===== config.mk =====
export PLATFORM = sky130hd
export DESIGN_NAME = store_rmw_narrow
export DESIGN_NICKNAME = d
export VERILOG_FILES = /design/src/rtl/store_pkg.sv /design/src/rtl/byte_lane_merge.sv /design/src/rtl/store_rmw_narrow.sv
export SDC_FILE = /design/constraint.sdc
export NUM_CORES = 1
export LEC_CHECK = 0
export CORE_MARGIN = 3
export CORE_UTILIZATION = 42
export DETAILED_ROUTE_END_ITERATION = 8
export PLACE_DENSITY = 0.78
export SLEW_MARGIN = 10
export SYNTH_ARGS = -nofsm -noshare
export SYNTH_HDL_FRONTEND = slang
export SYNTH_SLANG_ARGS = --single-unit

===== constraint.sdc =====
create_clock -name Clk -period 2 [get_ports Clk]
set_input_delay 0.2 -clock Clk [delete_from_list [all_inputs] [get_ports Clk]]
set_output_delay 0.2 -clock Clk [all_outputs]
set_load 0.01 [all_outputs]

===== src/rtl/store_pkg.sv =====
// Shared types for the narrowing store path.
// Size encodings, FSM states and the data word width.
package store_pkg;

  localparam int WORD_W = 32;

  typedef enum logic [1:0] {
    SZ_BYTE = 2'b00,
    SZ_HALF = 2'b01,
    SZ_WORD = 2'b10,
    SZ_RSVD = 2'b11
  } size_e;

  typedef enum logic [2:0] {
    IDLE,
    READ,
    WAIT,
    WRITE,
    DONE
  } state_e;

  // Forces the low address bits onto the natural boundary of the size.
  function automatic logic [1:0] align_lo(
    input size_e     size,
    input logic [1:0] lo
  );
    logic [1:0] r;
    r = lo;
    if (size == SZ_HALF) r[0] = 1'b0;
    if (size == SZ_WORD) r = 2'b00;
    return r;
  endfunction

  function automatic logic is_misaligned(
    input size_e     size,
    input logic [1:0] lo
  );
    return ((size == SZ_HALF) && lo[0]) ||
           ((size == SZ_WORD) && (lo != 2'b00));
  endfunction

endpackage


===== src/rtl/byte_lane_merge.sv =====
// Little-endian lane merge of store data into a read-back word.
// Word and reserved sizes pass the store data straight through.
module byte_lane_merge
  import store_pkg::*;
(
  input  logic [WORD_W-1:0] old_word,
  input  logic [WORD_W-1:0] data,
  input  size_e             size,
  input  logic [1:0]        lane,
  output logic [WORD_W-1:0] merged
);

  // Overlay the selected lanes, keep the rest.
  always_comb begin
    merged = old_word;
    unique case (1'b1)
      size == SZ_BYTE:
        merged[{lane, 3'b000} +: 8] = data[7:0];
      size == SZ_HALF:
        merged[{lane[1], 4'b0000} +: 16] = data[15:0];
      default:
        merged = data;
    endcase
  end

endmodule


===== src/rtl/store_rmw_narrow.sv =====
// Narrowing store unit: sub-word stores read-modify-write a word memory.
// Build option: STORE_MISALIGN_TRAP_EN rejects misaligned half/word stores.
module store_rmw_narrow
  import store_pkg::*;
#(
  parameter int ADDR_W = 10,
  parameter int RD_LAT = 1
) (
  input  logic              Clk,
  input  logic              Rst_n,
  input  logic              req_valid,
  output logic              req_ready,
  input  logic [31:0]       req_addr,
  input  logic [31:0]       req_data,
  input  logic [1:0]        req_size,
  output logic              done,
  output logic              err,
  output logic [ADDR_W-1:0] mem_addr,
  output logic              mem_rd_en,
  input  logic [31:0]       mem_rd_data,
  output logic              mem_wr_en,
  output logic [31:0]       mem_wr_data
);

  localparam logic [1:0] CNT_INIT = 2'(RD_LAT - 1);

  state_e              state_q, state_d;
  logic [ADDR_W-1:0]   addr_q;
  logic [1:0]          lo_q;
  logic [WORD_W-1:0]   data_q;
  size_e               size_q;
  logic [WORD_W-1:0]   rdata_q;
  logic [1:0]          cnt_q;
  size_e               size_in;
  logic                reject;
  logic                unused_hi;

  assign size_in   = size_e'(req_size);
  assign unused_hi = ^req_addr[31:ADDR_W+2];

`ifdef STORE_MISALIGN_TRAP_EN
  assign reject = (size_in == SZ_RSVD) ||
                  is_misaligned(size_in, req_addr[1:0]);
`else
  assign reject = (size_in == SZ_RSVD);
`endif

  // State register; reset aborts any sequence in flight.
  always_ff @(posedge Clk or negedge Rst_n) begin
    if (!Rst_n) state_q <= IDLE;
    else        state_q <= state_d;
  end

  // Next state and strobes.
  always_comb begin
    state_d   = state_q;
    req_ready = 1'b0;
    mem_rd_en = 1'b0;
    mem_wr_en = 1'b0;
    done      = 1'b0;
    err       = 1'b0;
    unique case (state_q)
      IDLE: begin
        req_ready = 1'b1;
        if (req_valid) begin
          if (reject)                 state_d = DONE;
          else if (size_in == SZ_WORD) state_d = WRITE;
          else                        state_d = READ;
        end
      end
      READ: begin
        mem_rd_en = 1'b1;
        state_d   = WAIT;
      end
      // Covers the memory pipeline; data is captured on the last cycle.
      WAIT: begin
        if (cnt_q == 2'd0) state_d = WRITE;
      end
      WRITE: begin
        mem_wr_en = 1'b1;
        done      = 1'b1;
        state_d   = IDLE;
      end
      DONE: begin
        done    = 1'b1;
        err     = 1'b1;
        state_d = IDLE;
      end
      default: state_d = IDLE;
    endcase
  end

  // Request latch, latency counter and read-back capture.
  always_ff @(posedge Clk or negedge Rst_n) begin
    if (!Rst_n) begin
      addr_q  <= '0;
      lo_q    <= '0;
      data_q  <= '0;
      size_q  <= SZ_BYTE;
      rdata_q <= '0;
      cnt_q   <= '0;
    end else begin
      if (state_q == IDLE && req_valid) begin
        addr_q <= req_addr[ADDR_W+1:2];
        lo_q   <= align_lo(size_in, req_addr[1:0]);
        data_q <= req_data;
        size_q <= size_in;
      end
      if (state_q == READ)
        cnt_q <= CNT_INIT;
      else if (state_q == WAIT && cnt_q != 2'd0)
        cnt_q <= cnt_q - 2'd1;
      if (state_q == WAIT && cnt_q == 2'd0)
        rdata_q <= mem_rd_data;
    end
  end

  assign mem_addr = addr_q;

  byte_lane_merge u_merge (
    .old_word (rdata_q),
    .data     (data_q),
    .size     (size_q),
    .lane     (lo_q),
    .merged   (mem_wr_data)
  );

endmodule


==> results by group, run 1 <==
Placed design
  • Placed Area: ~5900 um^2
  • DP Cell Count: 631
  • Buffers on Ports: 127
  • Dpl hpwl: between 8 and 9 mm
  • RD Place Congestion: approximately 0.87

Clock network
  • CTS H-Tree Depth: 3
  • CTS tree: yes
  • Maximum clock path buffer count: 2
  • Clock Pin Slew Worst Setup and Hold Paths: around 90 ps
  • TritonCTS Buffers: 9
  • Worst-skew pair later-pin latency: 370 ps
  • CTS Sinks: 83
  • Root Buffer: clkbuf_8

Logic synthesis
  • Syn. warnings: 0
  • Mapped cell area: approximately 4300 um^2
  • FF+latch count, synth: 83
  • Count of cell types in the netlist: between 40 and 50
  • Most numerous cell in the Yosys netlist: dfrtp_1
  • Commonest cells post-synth: dfrtp_1 (83), mux2_2 (29), mux2_4 (29), o21ai_0 (27), nand2_1 (25)
  • Top FF cell, synth: dfrtp_1
  • Post-synth top area cell: dfrtp_1
  • Synth Instances: 370
  • Net count after synthesis: roughly 480
  • Syn_area_per_cell: 11.7 um^2
  • Cells taking the most area after synthesis: dfrtp_1 (48%), mux2_4 (10%), mux2_2 (7.5%)
  • Share of the synthesized area in the top cell type: about 48%
  • Register area share after synthesis: a little under half
  • Count of flip-flops with a built-in enable after synthesis: 0
  • Async S/R FF share, synth: 100%

GRT
  • Largest net degree at the start of global routing: 67
  • Initial antenna violation count: 0
  • Grt ovf: 0
  • Global-route wire length before repair: about 20 mm
  • Vias in the first global route: 3,847
  • GRT Util Overall: roughly 22%

Die
  • Die ar.: around 12,000 um^2
  • Starting density of the core: around 44%
  • Die X: 108 um
  • Core Area: ~9900 um^2
  • Die Ht: roughly 110 um
  • Row count: 36
  • I/O pin cnt: ~150

Final layout
  • Nets: ~630
  • Layout cells sized above 1: 33.1%
  • # fillers: slightly below 800
  • # diodes: 0
  • Finished Layout Cells: around 660
  • Register Area: between 2000 and 2500 um^2
  • Multi-input gate area: 2190 um^2
  • Post-layout instance area: roughly 6200 um^2
  • Post-synthesis to final-layout area growth: 43.4%

Timing
  • Tmin final: 2260 ps
  • Max-slew violation total from the final report: 0
  • Fmax: 0.442 GHz
  • Setup Viol. Count Final: 32
  • Final Hold Viols: 0
  • Unrepaired setup endpoints after global routing: yes
  • Layout Skew: approximately 12 ps
  • Part of the cycle the worst path needs: 113%
  • Slew @ Worst Pin: 669 ps
  • Final Worst Setup Slack: -265 ps
  • Rel. slew slack: between 50% and 60%

Power and ir drop
  • Pleak: between 0.002 and 0.003 uW
  • Peak supply drop: 781 uV
  • PwrDens: around 1700 nW/um^2

Route
  • Routed Wire Length: ~13 mm
  • Met3 wire len: ~940 um
  • Met2 wire length: roughly 6.4 mm
  • Vias per cell: 5.49
  • # DRC: 0
  • WL per Instance: 19.4 um
  • Initial DRC count: 230
  • Final ANT Viol Nets: 0
  • First-pass DRT Iterations: 7
  • Met1 wire length: 5.19 mm
  • Highest metal used: met4
  • Total number of vias: 3,611

Worst hold path
  • Hold WC Path Type: input port to register

Run status
  • Failing checks: setup timing
  • Status: complete, but fails checks

Flow run
  • # Max-Cap Violations: 0

Setup path
  • Crit. End Element: output port
  • Max Fanout on Critical Path: 9
  • Worst EP arrival: between 2000 and 2500 ps
  • Crit path required time: about 1800 ps
  • CP Class: register to output port
  • Startpoint types: register
## power by group
part           total [uW]  internal [uW]  switching (uW)
clock                1310            695             617
sequential           3280           2510             769
combinational        6130           3340            2790
## cell usage in the layout (no fill, tap or decap), types with 3 or more instances in the layout
| cell | netlist | final |
|---|---|---|
| mux2_4 | 29 | 29 |
| nand2_1 | 25 | 25 |
| a21oi_1 | 9 | 9 |
| clkdlybuf4s50_1 | 0 | 92 |
| mux2i_1 | 16 | 16 |
| o221ai_2 | 0 | 6 |
| a222oi_1 | 8 | 8 |
| buf_2 | 8 | 30 |
| ha_4 | 0 | 3 |
| buf_4 | 3 | 29 |
| a211o_1 | 9 | 9 |
| buf_12 | 0 | 6 |
| inv_2 | 0 | 3 |
| nand2b_1 | 5 | 4 |
| mux2_2 | 29 | 29 |
| nor2_1 | 12 | 12 |
| nand3_1 | 9 | 9 |
| o21ai_0 | 27 | 27 |
| dfrtp_1 | 83 | 81 |
| inv_1 | 21 | 18 |
| a22o_1 | 16 | 16 |
| buf_6 | 2 | 6 |
| clkbuf_8 | 0 | 9 |
## registers in the layout, indices dropped and copies added, names as in the netlist
name / count
lo_q: 2
size_q: 2
rdata_q: 32
state_q: 3
cnt_q: 2
data_q: 32
mem_addr: 10
## stage by stage
step,util (%),hold slack (ps),setup TNS [ps],power [uW],worst slack [ps]
CTS,62.1,373,-7410,10500,-334
global placement,59.2,276,-9190,9220,-324
finish,62.9,382,-7010,10700,-265
detailed placement,59.2,283,-11030,9390,-405
floorplan,-,-95.6,0,6690,8.45
global route,62.9,392,-10270,11400,-366
## worst paths after layout
kind	from	to	slack [ps]	depth (start not counted)
max	lo_q[1]	mem_wr_data[28]	-260	7
min	req_data[1]	data_q[1]	380	3
max reg2reg	state_q[1]	data_q[13]	290	4
min reg2reg	mem_addr[8]	mem_addr[8]	510	1
max in group asynchronous	Rst_n	state_q[2]	880	3
min in group asynchronous	Rst_n	rdata_q[3]	400	2
## repair_timing
action	CTS	global route
gates resized for setup	153	19
setup endpoints to repair	33	36
setup buffers	11	1
hold buffers	1	0
pin swaps	21	8
endpoints found under the hold margin	51	0
## cells by family (layout without fill, tap and decap cells)
logic type	Yosys count	in the layout	share of synthesized area, %
compound gates	83	83	13.8
mux	76	76	21.7
simple gates	75	75	9.25
flops	83	83	47.8
fa+ha+maj	6	6	1.73
buf+inv	47	202	5.67
## per-layer routing
| layer | vias to the layer above | global-route usage, % |
|---|---|---|
| li1 | 1636 | - |
| met1 | 1795 | 27.9 |
| met2 | 155 | 37.6 |
| met3 | 25 | 6.78 |
| met4 | 0 | 5.68 |
| met5 | - | 0 |
## cell type report
class                           instances  share of cell area (%)
Clock buffer                           10                    2.05
Clock inverter                          5                    1.27
Inverter                               21                    1.27
Multi-Input combinational cell        240                    35.1
Sequential cell                        83                    33.4
Tap cell                              133                    2.67
Timing Repair Buffer                  166                    24.2
## critical path: stages (launching register included)
cell      delay, ps
dfrtp_1         390
inv_2            90
ha_4            180
nor3b_4         230
buf_12          150
nand3_1          70
a222oi_1        380
buf_2           200
(Power assumes the default switching activity.)
==> run 2, diff against run 1 <==
SLEW_MARGIN = default   (was 10)
==> results of run 2 <==
No change in the layout: final DEF, timing and power equal those of run 1.
